==> src/rtl/dds_wave_gen.sv <==
// DDS waveform generator: phase accumulator, address stage, shape stage.
// Define WAVE_SWITCH_SYNC_EN to latch wave_select only on phase wrap.
module dds_wave_gen #(
  parameter logic [31:0] FREQ_CTRL  = 32'd42949,
  parameter logic [11:0] PHASE_CTRL = 12'd0
) (
  input  logic       sys_clk,
  input  logic       sys_rst_n,
  input  logic [3:0] wave_select,
  output logic [7:0] dac_data,
  output logic       phase_wrap
);

  logic [31:0] fre_add_q;
  logic [31:0] fre_add_d;
  logic        wrap_q;
  logic        wrap_d;
  logic [11:0] rom_addr_q;
  logic [11:0] rom_addr_d;
  logic [3:0]  wave_active_q;
  logic [3:0]  wave_active_d;
  logic [7:0]  dac_q;
  logic [7:0]  dac_d;
  logic [32:0] acc_sum;
  logic [5:0]  sin_idx;
  logic [6:0]  sin_t;
  logic        unused_lsb;

  assign acc_sum    = {1'b0, fre_add_q} + {1'b0, FREQ_CTRL};
  assign fre_add_d  = acc_sum[31:0];
  assign wrap_d     = acc_sum[32];
  assign rom_addr_d = fre_add_q[31:20] + PHASE_CTRL;
  assign unused_lsb = ^rom_addr_q[2:0];

`ifdef WAVE_SWITCH_SYNC_EN
  assign wave_active_d = wrap_q ? wave_select : wave_active_q;
`else
  assign wave_active_d = wave_select;
`endif

  always_ff @(posedge sys_clk or negedge sys_rst_n) begin
    if (!sys_rst_n) begin
      fre_add_q     <= '0;
      wrap_q        <= 1'b0;
      rom_addr_q    <= '0;
      wave_active_q <= 4'b0000;
      dac_q         <= 8'd128;
    end else begin
      fre_add_q     <= fre_add_d;
      wrap_q        <= wrap_d;
      rom_addr_q    <= rom_addr_d;
      wave_active_q <= wave_active_d;
      dac_q         <= dac_d;
    end
  end

  // odd quadrants walk the quarter-wave table backwards
  assign sin_idx = rom_addr_q[10] ? ~rom_addr_q[9:4] : rom_addr_q[9:4];

  always_comb begin
    sin_t = '0;
    case (sin_idx)
      6'd0:  sin_t = 7'd2;
      6'd1:  sin_t = 7'd5;
      6'd2:  sin_t = 7'd8;
      6'd3:  sin_t = 7'd11;
      6'd4:  sin_t = 7'd14;
      6'd5:  sin_t = 7'd17;
      6'd6:  sin_t = 7'd20;
      6'd7:  sin_t = 7'd23;
      6'd8:  sin_t = 7'd26;
      6'd9:  sin_t = 7'd29;
      6'd10: sin_t = 7'd32;
      6'd11: sin_t = 7'd35;
      6'd12: sin_t = 7'd38;
      6'd13: sin_t = 7'd41;
      6'd14: sin_t = 7'd44;
      6'd15: sin_t = 7'd47;
      6'd16: sin_t = 7'd50;
      6'd17: sin_t = 7'd53;
      6'd18: sin_t = 7'd56;
      6'd19: sin_t = 7'd58;
      6'd20: sin_t = 7'd61;
      6'd21: sin_t = 7'd64;
      6'd22: sin_t = 7'd67;
      6'd23: sin_t = 7'd69;
      6'd24: sin_t = 7'd72;
      6'd25: sin_t = 7'd74;
      6'd26: sin_t = 7'd77;
      6'd27: sin_t = 7'd79;
      6'd28: sin_t = 7'd82;
      6'd29: sin_t = 7'd84;
      6'd30: sin_t = 7'd86;
      6'd31: sin_t = 7'd89;
      6'd32: sin_t = 7'd91;
      6'd33: sin_t = 7'd93;
      6'd34: sin_t = 7'd95;
      6'd35: sin_t = 7'd97;
      6'd36: sin_t = 7'd99;
      6'd37: sin_t = 7'd101;
      6'd38: sin_t = 7'd103;
      6'd39: sin_t = 7'd105;
      6'd40: sin_t = 7'd106;
      6'd41: sin_t = 7'd108;
      6'd42: sin_t = 7'd110;
      6'd43: sin_t = 7'd111;
      6'd44: sin_t = 7'd113;
      6'd45: sin_t = 7'd114;
      6'd46: sin_t = 7'd115;
      6'd47: sin_t = 7'd117;
      6'd48: sin_t = 7'd118;
      6'd49: sin_t = 7'd119;
      6'd50: sin_t = 7'd120;
      6'd51: sin_t = 7'd121;
      6'd52: sin_t = 7'd122;
      6'd53: sin_t = 7'd123;
      6'd54: sin_t = 7'd124;
      6'd55: sin_t = 7'd124;
      6'd56: sin_t = 7'd125;
      6'd57: sin_t = 7'd125;
      6'd58: sin_t = 7'd126;
      6'd59: sin_t = 7'd126;
      6'd60: sin_t = 7'd127;
      6'd61: sin_t = 7'd127;
      6'd62: sin_t = 7'd127;
      6'd63: sin_t = 7'd127;
      default: sin_t = '0;
    endcase
  end

  // non-one-hot codes park the output at mid-scale
  always_comb begin
    dac_d = 8'd128;
    case (wave_active_q)
      4'b0001: dac_d = rom_addr_q[11] ? 8'd127 - {1'b0, sin_t}
                                      : 8'd128 + {1'b0, sin_t};
      4'b0010: dac_d = rom_addr_q[11] ? 8'd0 : 8'd255;
      4'b0100: dac_d = rom_addr_q[11] ? ~rom_addr_q[10:3]
                                      : rom_addr_q[10:3];
      4'b1000: dac_d = rom_addr_q[11:4];
      default: dac_d = 8'd128;
    endcase
  end

  assign dac_data   = dac_q;
  assign phase_wrap = wrap_q;

endmodule
==> config.mk <==
export PLATFORM = sky130hd
export DESIGN_NAME = dds_wave_gen
export DESIGN_NICKNAME = d
export VERILOG_FILES = /design/src/rtl/dds_wave_gen.sv
export SDC_FILE = /design/constraint.sdc
export NUM_CORES = 1
export LEC_CHECK = 0
export CORE_MARGIN = 2
export CORE_UTILIZATION = 35
export DETAILED_ROUTE_END_ITERATION = 12
export SLEW_MARGIN = 20
export SYNTH_ARGS = -nofsm -noshare
export SYNTH_HDL_FRONTEND = slang
export SYNTH_SLANG_ARGS = --single-unit
==> constraint.sdc <==
create_clock -name sys_clk -period 2.9 [get_ports sys_clk]
set_input_delay 0.435 -clock sys_clk [delete_from_list [all_inputs] [get_ports sys_clk]]
set_output_delay 0.435 -clock sys_clk [all_outputs]
set_load 0.03 [all_outputs]
Yosys cells after proc, flatten, opt, wreduce, memory -nomap -nowiden
Memories as Yosys holds them, arrays and structs flattened. Cells that the tools add are included. W data, S select, Z words.

ROM bits: 448. Bits in registers: 57. Logic and storage cells: 20. Memories: 1. Output and inout bits: 9. Bits of input ports: 6.

Muxes and demuxes: 5. Bitwise gates (word level): 2. Eq/ne operators: 4. Add/subtract/negate cells: 3.

Memories: (name not given) (words 64, width 7, read ports 1, clocked after Yosys merged registers in 0, wr ports 0, RTL line 62) `case (sin_idx)`.

Operator list (count): $add A32 B16 Y33 const B (1); $pmux W8 S4 (1); $mux W8 (3); $add A8 B7 Y8 const A (1); $not A8 Y8 (1); $sub A7 B7 Y8 const A (1); $mux W6 (1); $not A6 Y6 (1); $eq A4 B1 Y1 const B (1); $eq A4 B2 Y1 const B (1); $eq A4 B3 Y1 const B (1); $eq A4 B4 Y1 const B (1).

Logic depth before layout (Yosys ltp)
Gate-level depths: netlist of the first run. An unclocked memory read counts as a cell.

Word-level depth: 6. Depth in mapped cells: 9. Gate-level depth less buffers: 7.

Least setup slack after synthesis of the first run
OpenSTA, ideal clock, no wires.

Kind: register to register. Start: reg rom_addr_q[5]. End: reg dac_q[3], in the netlist dac_data[3]. Setup time: 0.124 ns. Cell stages (with the launch flop): 8. Path buffers: 1. Data arrival time: 1.790 ns. Data required time: 2.776 ns. Slack: 0.986 ns. Clock period less this slack: 1.914 ns. Path through: dfrtp_1 -> buf_4 -> inv_2 -> mux2_4 -> mux4_2 -> o22ai_2 -> nor2_1 -> a211o_1.

Cells in the longest elaborated chain, start to end: 6. Elaborated cells on any way between the ends: 7. Classes of those cells: add/sub (2); mux (3); bitwise (1); memory (1).

RTL lines: start: declaration (RTL line 18) `logic [11:0] rom_addr_q;`; start signal: assignment (RTL line 51) `rom_addr_q <= rom_addr_d;`; $not A6 Y6 (RTL line 58) `assign sin_idx = rom_addr_q[10] ? ~rom_addr_q[9:4] : rom_addr_q[9:4];`; $mux W6 * (RTL line 58); $mem_v2 Z64 W7 *; $add A8 B7 Y8 or $sub A7 B7 Y8 (tied branches) (RTL line 136, 135); $mux W8 * (RTL line 135) `4'b0001: dac_d = rom_addr_q[11] ? 8'd127 - {1'b0, sin_t}`; $pmux W8 S4 * (RTL line 134) `case (wave_active_q)`; named net dac_d[3] (RTL line 23) `logic [7:0] dac_d;`; end signal: assignment (RTL line 47) `dac_q <= 8'd128;`; end signal: assignment (RTL line 53) `dac_q <= dac_d;`; end: declaration (RTL line 22) `logic [7:0] dac_q;`.

Mark *: on every way through the listed nets, which the timed path passes. The rest lies on a longest branch.

Worst setup path after layout of the first run
Start: reg rom_addr_q[4]. End: reg dac_q[3], in the netlist dac_data[3].

The elaborated chain is that of the path after synthesis.

==> flow_summary.yaml, run 1 <==
run_status:
  status: "finished clean"
cts:
  cts_hold_buf: 0
  clock_latency_ns: 0.31
  cts_sinks: 54
  post_cts_resized: 0
  htree_levels: 2
  clock-root-buffer: "clkbuf_8"
  cts_tree: "yes"
  cts.path.max_buffers: 2
  post_cts_buffers: 0
  cts_buffers: 5
  clk_pin_slew_ns: 0.11
cells_and_area:
  syn2layout_area_growth_pct: 10.33
  final_util_pct: 39.59
  multiInputGateArea_um2: 1941
  drive_gt1_share_pct: 8.673
  finalNonFillerCells: 525
  nets: 398
  num-fill-cells: 951
  seqCellArea_um2: 1353
  n_antenna_cell: 0
detailed_routing:
  drt_pass1_iterations: 4
  drtAntennaViolNets: 0
  drc: 0
  via_per_inst: 5.499
  first_iter_violations: 139
  routedWlPerCell_um: 15.17
  vias: 2887
  drt-total-wl_um: 7965
yosys:
  synth_edf_count: 0
  synth_most_common_cell: "dfrtp_1"
  synthArstFlopShare_pct: 100.0
  yosys_warnings: 0
  syn_inst: 385
  ys_seq_area_share_pct: 38.93
  synth_common_cells: "dfrtp_1, a21oi_1, nand2_1"
  yosysTopAreaCellShare_pct: 38.17
  synth_cell_types: 68
  synth_nets: 392
  synth_top_area_cell: "dfrtp_1"
  synth.area.top_cells: "dfrtp_1, xnor2_1, a21oi_1"
  synthesis.area_um2: 3475
  avgSynthCellArea_um2: 9.025
  synth-seq-cells: 54
  ys.flop_type: "dfrtp_1"
die:
  fp-row-count: 36
  initial_utilization_pct: 35.88
  die_h_um: 103.6
  dieWidth_um: 103.6
  die-area_um2: 10740
  core_um2: 9684
  ios: 15
timing:
  max_slew_margin_pct: 44.99
  fmax_mhz: 433.9
  period_needed_ns: 2.305
  fin_skew_ns: 0.009828
  setup_slack_ns: 0.5952
  fin_setup_tns_ns: 0
  rsz0062_at_grt: "no"
  drv_slew: 0
  tightest_slew_ns: 0.8251
  hold_violations: 0
  hold_ws_ns: 0.1061
  period_share_pct: 79.48
  setup_violations: 0
pwr:
  power_density_nw_per_um2: 326.2
  vdd_drop_max_mv: 0.1918
  p_leak_nw: 1.541
placed_design:
  dp_slack_ns: 0.6320
  dpl.hpwl_um: 5592
  gp_congestion: 0.8657
  placed_cells: 517
  io_buffers: 14
worst_setup_path:
  cp.required_ns: 3.10
  crit_fanout: 20
  cp.arrival_ns: 2.51
  critPathLaunchType: "flip-flop"
  setup.worst_path.class: "reg2reg"
  r2r_slack_ns: 0.60
  end_kind: "flip-flop"
global_routing:
  grt_pass1_vias: 2787
  grt_max_degree: 47
  antenna_found_initial: 0
  track_usage_pct: 15.34
  grt_pass1_wl_um: 13630
  gr-total-overflow: 0
job:
  maxCapViolations: 0
hold_path:
  hp-class: "in2async"
-- worst paths after layout --
| check | start | end | depth (start not counted) |
|---|---|---|---|
| max in group asynchronous | sys_rst_n | fre_add_q[27] | 2 |
| max | rom_addr_q[4] | dac_data[3] | 7 |
| min in group sys_clk | fre_add_q[31] | rom_addr_q[11] | 0 |
| max reg2reg | rom_addr_q[4] | dac_data[3] | 7 |
| min reg2reg | fre_add_q[31] | rom_addr_q[11] | 0 |
| min | sys_rst_n | dac_data[1] | 1 |
-- stage by stage --
step	cell area, um^2	power, mW
final	3834	1.251
after global routing	3834	1.302
after CTS	3831	1.268
after detailed placement	3737	0.8310
after global placement	3737	0.8307
after floorplan	3475	0.7982
-- worst max-delay path, cell delays in order (launching register included) --
cell,delay [ns]
dfrtp_1,0.67
buf_4,0.32
nand2_1,0.09
o22ai_1,0.09
mux4_2,0.48
o22ai_2,0.22
nor2_1,0.06
a211o_1,0.27
-- routing by layer --
metal,GRT usage [%],vias up,routed length [um]
met2,23.46,73,3662
met4,6.564,0,235
li1,-,1413,-
met5,0,-,0
met1,21.05,1382,3718
met3,3.272,19,349
-- kinds of logic (layout without fill, tap and decap cells) --
logic type	count (synthesis)	after routing	share of synthesized area [%]
AND/OR/NAND/NOR	125	125	19.95
AO/OA/AOI/OAI	120	120	23.19
flip-flops	54	54	38.93
multiplexers	6	6	2.268
adder cells (fa/ha/maj)	1	1	0.3600
buffers and inverters	39	46	5.222
XOR/XNOR	40	40	10.08
-- where the power goes --
group	total (mW)	leakage [nW]	switching [mW]	internal, mW
clock	0.435	0.0447	0.261	0.175
sequential	0.765	0.699	0.00632	0.759
combinational	0.0500	0.798	0.0311	0.0189
total	1.25	1.54	0.298	0.953
-- area by class of cell --
class	instances	share of cell area, %
Clock inverter	3	0.6527
Clock buffer	5	1.795
Sequential cell	54	35.28
Tap cell	133	4.341
Timing Repair Buffer	28	6.332
Inverter	10	0.9791
Multi-Input combinational cell	292	50.62
-- flip-flops by register name, indices dropped and copies added, names as in the netlist --
signal         count
dac_data           8
fre_add_q         32
phase_wrap         1
rom_addr_q         9
wave_active_q      4
-- placed cells by master, fill, tap and decap left out, drive strengths merged, types with 5 or more instances in the layout --
master | synthesis | routed
nor2b | 12 | 12
xor2 | 14 | 14
a211oi | 6 | 6
dfrtp | 53 | 53
nand3 | 9 | 9
clkdlybuf4s50 | 0 | 13
nor2 | 24 | 24
o221ai | 6 | 6
nor3 | 5 | 5
nand2 | 28 | 28
a21o | 5 | 5
a31oi | 5 | 5
clkbuf | 11 | 5
xnor2 | 26 | 26
buf | 18 | 15
a21oi | 32 | 32
inv | 10 | 11
nand2b | 10 | 10
o21ai | 27 | 27
(Power assumes the default switching activity.)
==> run 2: changes to the inputs <==
==> constraint.sdc (replaced) <==
create_clock -name sys_clk -period 2.3 [get_ports sys_clk]
set_input_delay 0.345 -clock sys_clk [delete_from_list [all_inputs] [get_ports sys_clk]]
set_output_delay 0.345 -clock sys_clk [all_outputs]
set_load 0.03 [all_outputs]
==> run 2 against run 1 <==
Effect of this change:
- cell count rose by 1.7%
- flip-flop and latch count did not move
- sequential share of layout area fell by 1.2 points
- clock skew rose by 0.0017 ns
==> flow_summary.yaml, run 2 (synthesis results as in run 1) <==
run_status:
  status: "finished clean"
die:
  fp-row-count: 36
  core_um2: 9684
  die_h_um: 103.6
  initial_utilization_pct: 35.88
  dieWidth_um: 103.6
  ios: 15
  die-area_um2: 10740
worst_setup_path:
  r2r_slack_ns: 0.22
  crit_fanout: 34
  cp.arrival_ns: 2.28
  reg2reg_depth: 7
  setup.worst_path.class: "reg2reg"
  r2r_end: "dac_data[3]"
  end_kind: "flip-flop"
  cp.required_ns: 2.50
  timing.rr.start: "rom_addr_q[6]"
  critPathLaunchType: "flip-flop"
cells_and_area:
  largest_register_ffs: 32
  num-fill-cells: 961
  drive_gt1_share_pct: 10.72
  mostFrequentLayoutCell: "dfrtp_1"
  n_antenna_cell: 0
  top_register: "fre_add_q"
  nets: 407
  final_cell_mix: "dfrtp_1, a21oi_1, nand2_1, xnor2_1, nor2_1"
  fin_area_um2: 3969
  syn2layout_area_growth_pct: 14.22
timing:
  hold_violations: 0
  fin_setup_tns_ns: 0
  period_share_pct: 90.37
  period_needed_ns: 2.079
  drv_slew: 0
  rsz0062_at_grt: "no"
  fin_skew_ns: 0.01157
  max_slew_margin_pct: 52.67
  tightest_slew_ns: 0.7099
  fmax_mhz: 481.1
  setup_violations: 0
cts:
  post_cts_buffers: 0
  clock-root-buffer: "clkbuf_8"
  clk_pin_slew_ns: 0.10
  clock_latency_ns: 0.31
  cts_buffers: 5
  cts_tree: "yes"
  htree_levels: 2
  cts_sinks: 54
  cts.path.max_buffers: 2
placed_design:
  dpl.hpwl_um: 5558
  dpl_cell_area_um2: 3860
  io_buffers: 14
  gp_congestion: 0.8643
pwr:
  p_switching_mw: 0.3817
  vdd_drop_max_mv: 0.2796
  switching_share_pct: 23.99
  intPower_mw: 1.209
  comb_power_share_pct: 4.1
  p_leak_nw: 1.600
  p_seq_share_pct: 60.7
  power_density_nw_per_um2: 400.9
  p_clk_share_pct: 35.2
hold_path:
  hp-class: "in2async"
global_routing:
  grt_max_degree: 46
  grt_pass1_vias: 2757
  gr-total-overflow: 0
  antenna_found_initial: 0
  track_usage_pct: 14.78
  grt_pass1_wl_um: 13370
detailed_routing:
  drt_pass1_iterations: 4
  drc: 0
  routedWlPerCell_um: 14.63
  via_per_inst: 5.459
  first_iter_violations: 108
  drt-total-wl_um: 7813
  vias: 2915
  drtAntennaViolNets: 0
job:
  maxCapViolations: 0
## run 2: changes by cell type in the layout (fill, tap and decap cells not counted)
cell / change
buf_12: +5
buf_2: +1
buf_4: +2
clkinv_4: +1
clkinvlp_4: -1
dfrtp_1: -1
dfrtp_2: +1
dlygate4sd3_1: +1
inv_6: -1
inv_8: +1
## run 2: repair_timing
action / in CTS / in global routing
resized for setup: 0 / 1
endpoints found under the hold margin: 4 / 0
endpoints found under the setup margin: 0 / 1
hold buffers: 1 / 0
## run 2: worst max path at each step
stage	startpoint	to	slack (ns)	depth (start not counted)
after detailed placement	rom_addr_q[7]	dac_data[1]	0.20	7
after global placement	rom_addr_q[6]	dac_data[3]	0.23	7
final	rom_addr_q[6]	dac_data[3]	0.22	7
after CTS	rom_addr_q[7]	dac_data[1]	0.18	7
after floorplan	rom_addr_q[5]	dac_data[3]	0.39	7
after global routing	rom_addr_q[10]	dac_data[1]	0.04	7
## run 2: through the flow
step | std cells | hold slack, ns | setup WS, ns | utilization [%] | power [mW]
after detailed placement | 525 | 0.1801 | 0.2033 | 39.86 | 1.050
after global placement | 525 | 0.1797 | 0.2303 | 39.86 | 1.049
after global routing | 534 | 0.3800 | 0.04440 | 40.98 | 1.660
after floorplan | 385 | 0.04941 | 0.3861 | - | 1.006
final | 534 | 0.3854 | 0.2214 | 40.98 | 1.591
after CTS | 534 | 0.3784 | 0.1825 | 40.97 | 1.615
## run 2: area by class of cell
class                           instances  area [um^2]  area share (%)
Clock buffer                            5        68.82           1.734
Clock inverter                          3        28.78          0.7251
Tap cell                              133        166.4           4.193
Inverter                               10        37.54          0.9458
Multi-Input combinational cell        292         1941           48.90
Timing Repair Buffer                   37        372.9           9.395
Sequential cell                        54         1354           34.11
## run 2: power by group through the flow
stage                     Clock (mW)  Combinational, mW  Sequential [mW]
after floorplan                    0             0.0177            0.989
after global placement             0             0.0657            0.984
after detailed placement           0             0.0658            0.984
after CTS                      0.582             0.0674            0.965
after global routing           0.618             0.0741            0.968
final                          0.560             0.0656            0.965
## run 2: worst max-delay path, cell delays in order (launching register included)
cell and delay [ns]:
dfrtp_1 0.45, buf_12 0.19, nand2b_1 0.14, a21o_1 0.17, mux4_2 0.47, o22ai_2 0.22
nor2_1 0.06, a211o_1 0.27
## run 2: per-layer routing
metal	vias to the layer above	wire length (um)	global-route usage (%)
met5	-	0	0
met4	0	118	3.861
met3	10	258	2.832
met2	49	3620	23.04
met1	1422	3816	21.09
li1	1434	-	-
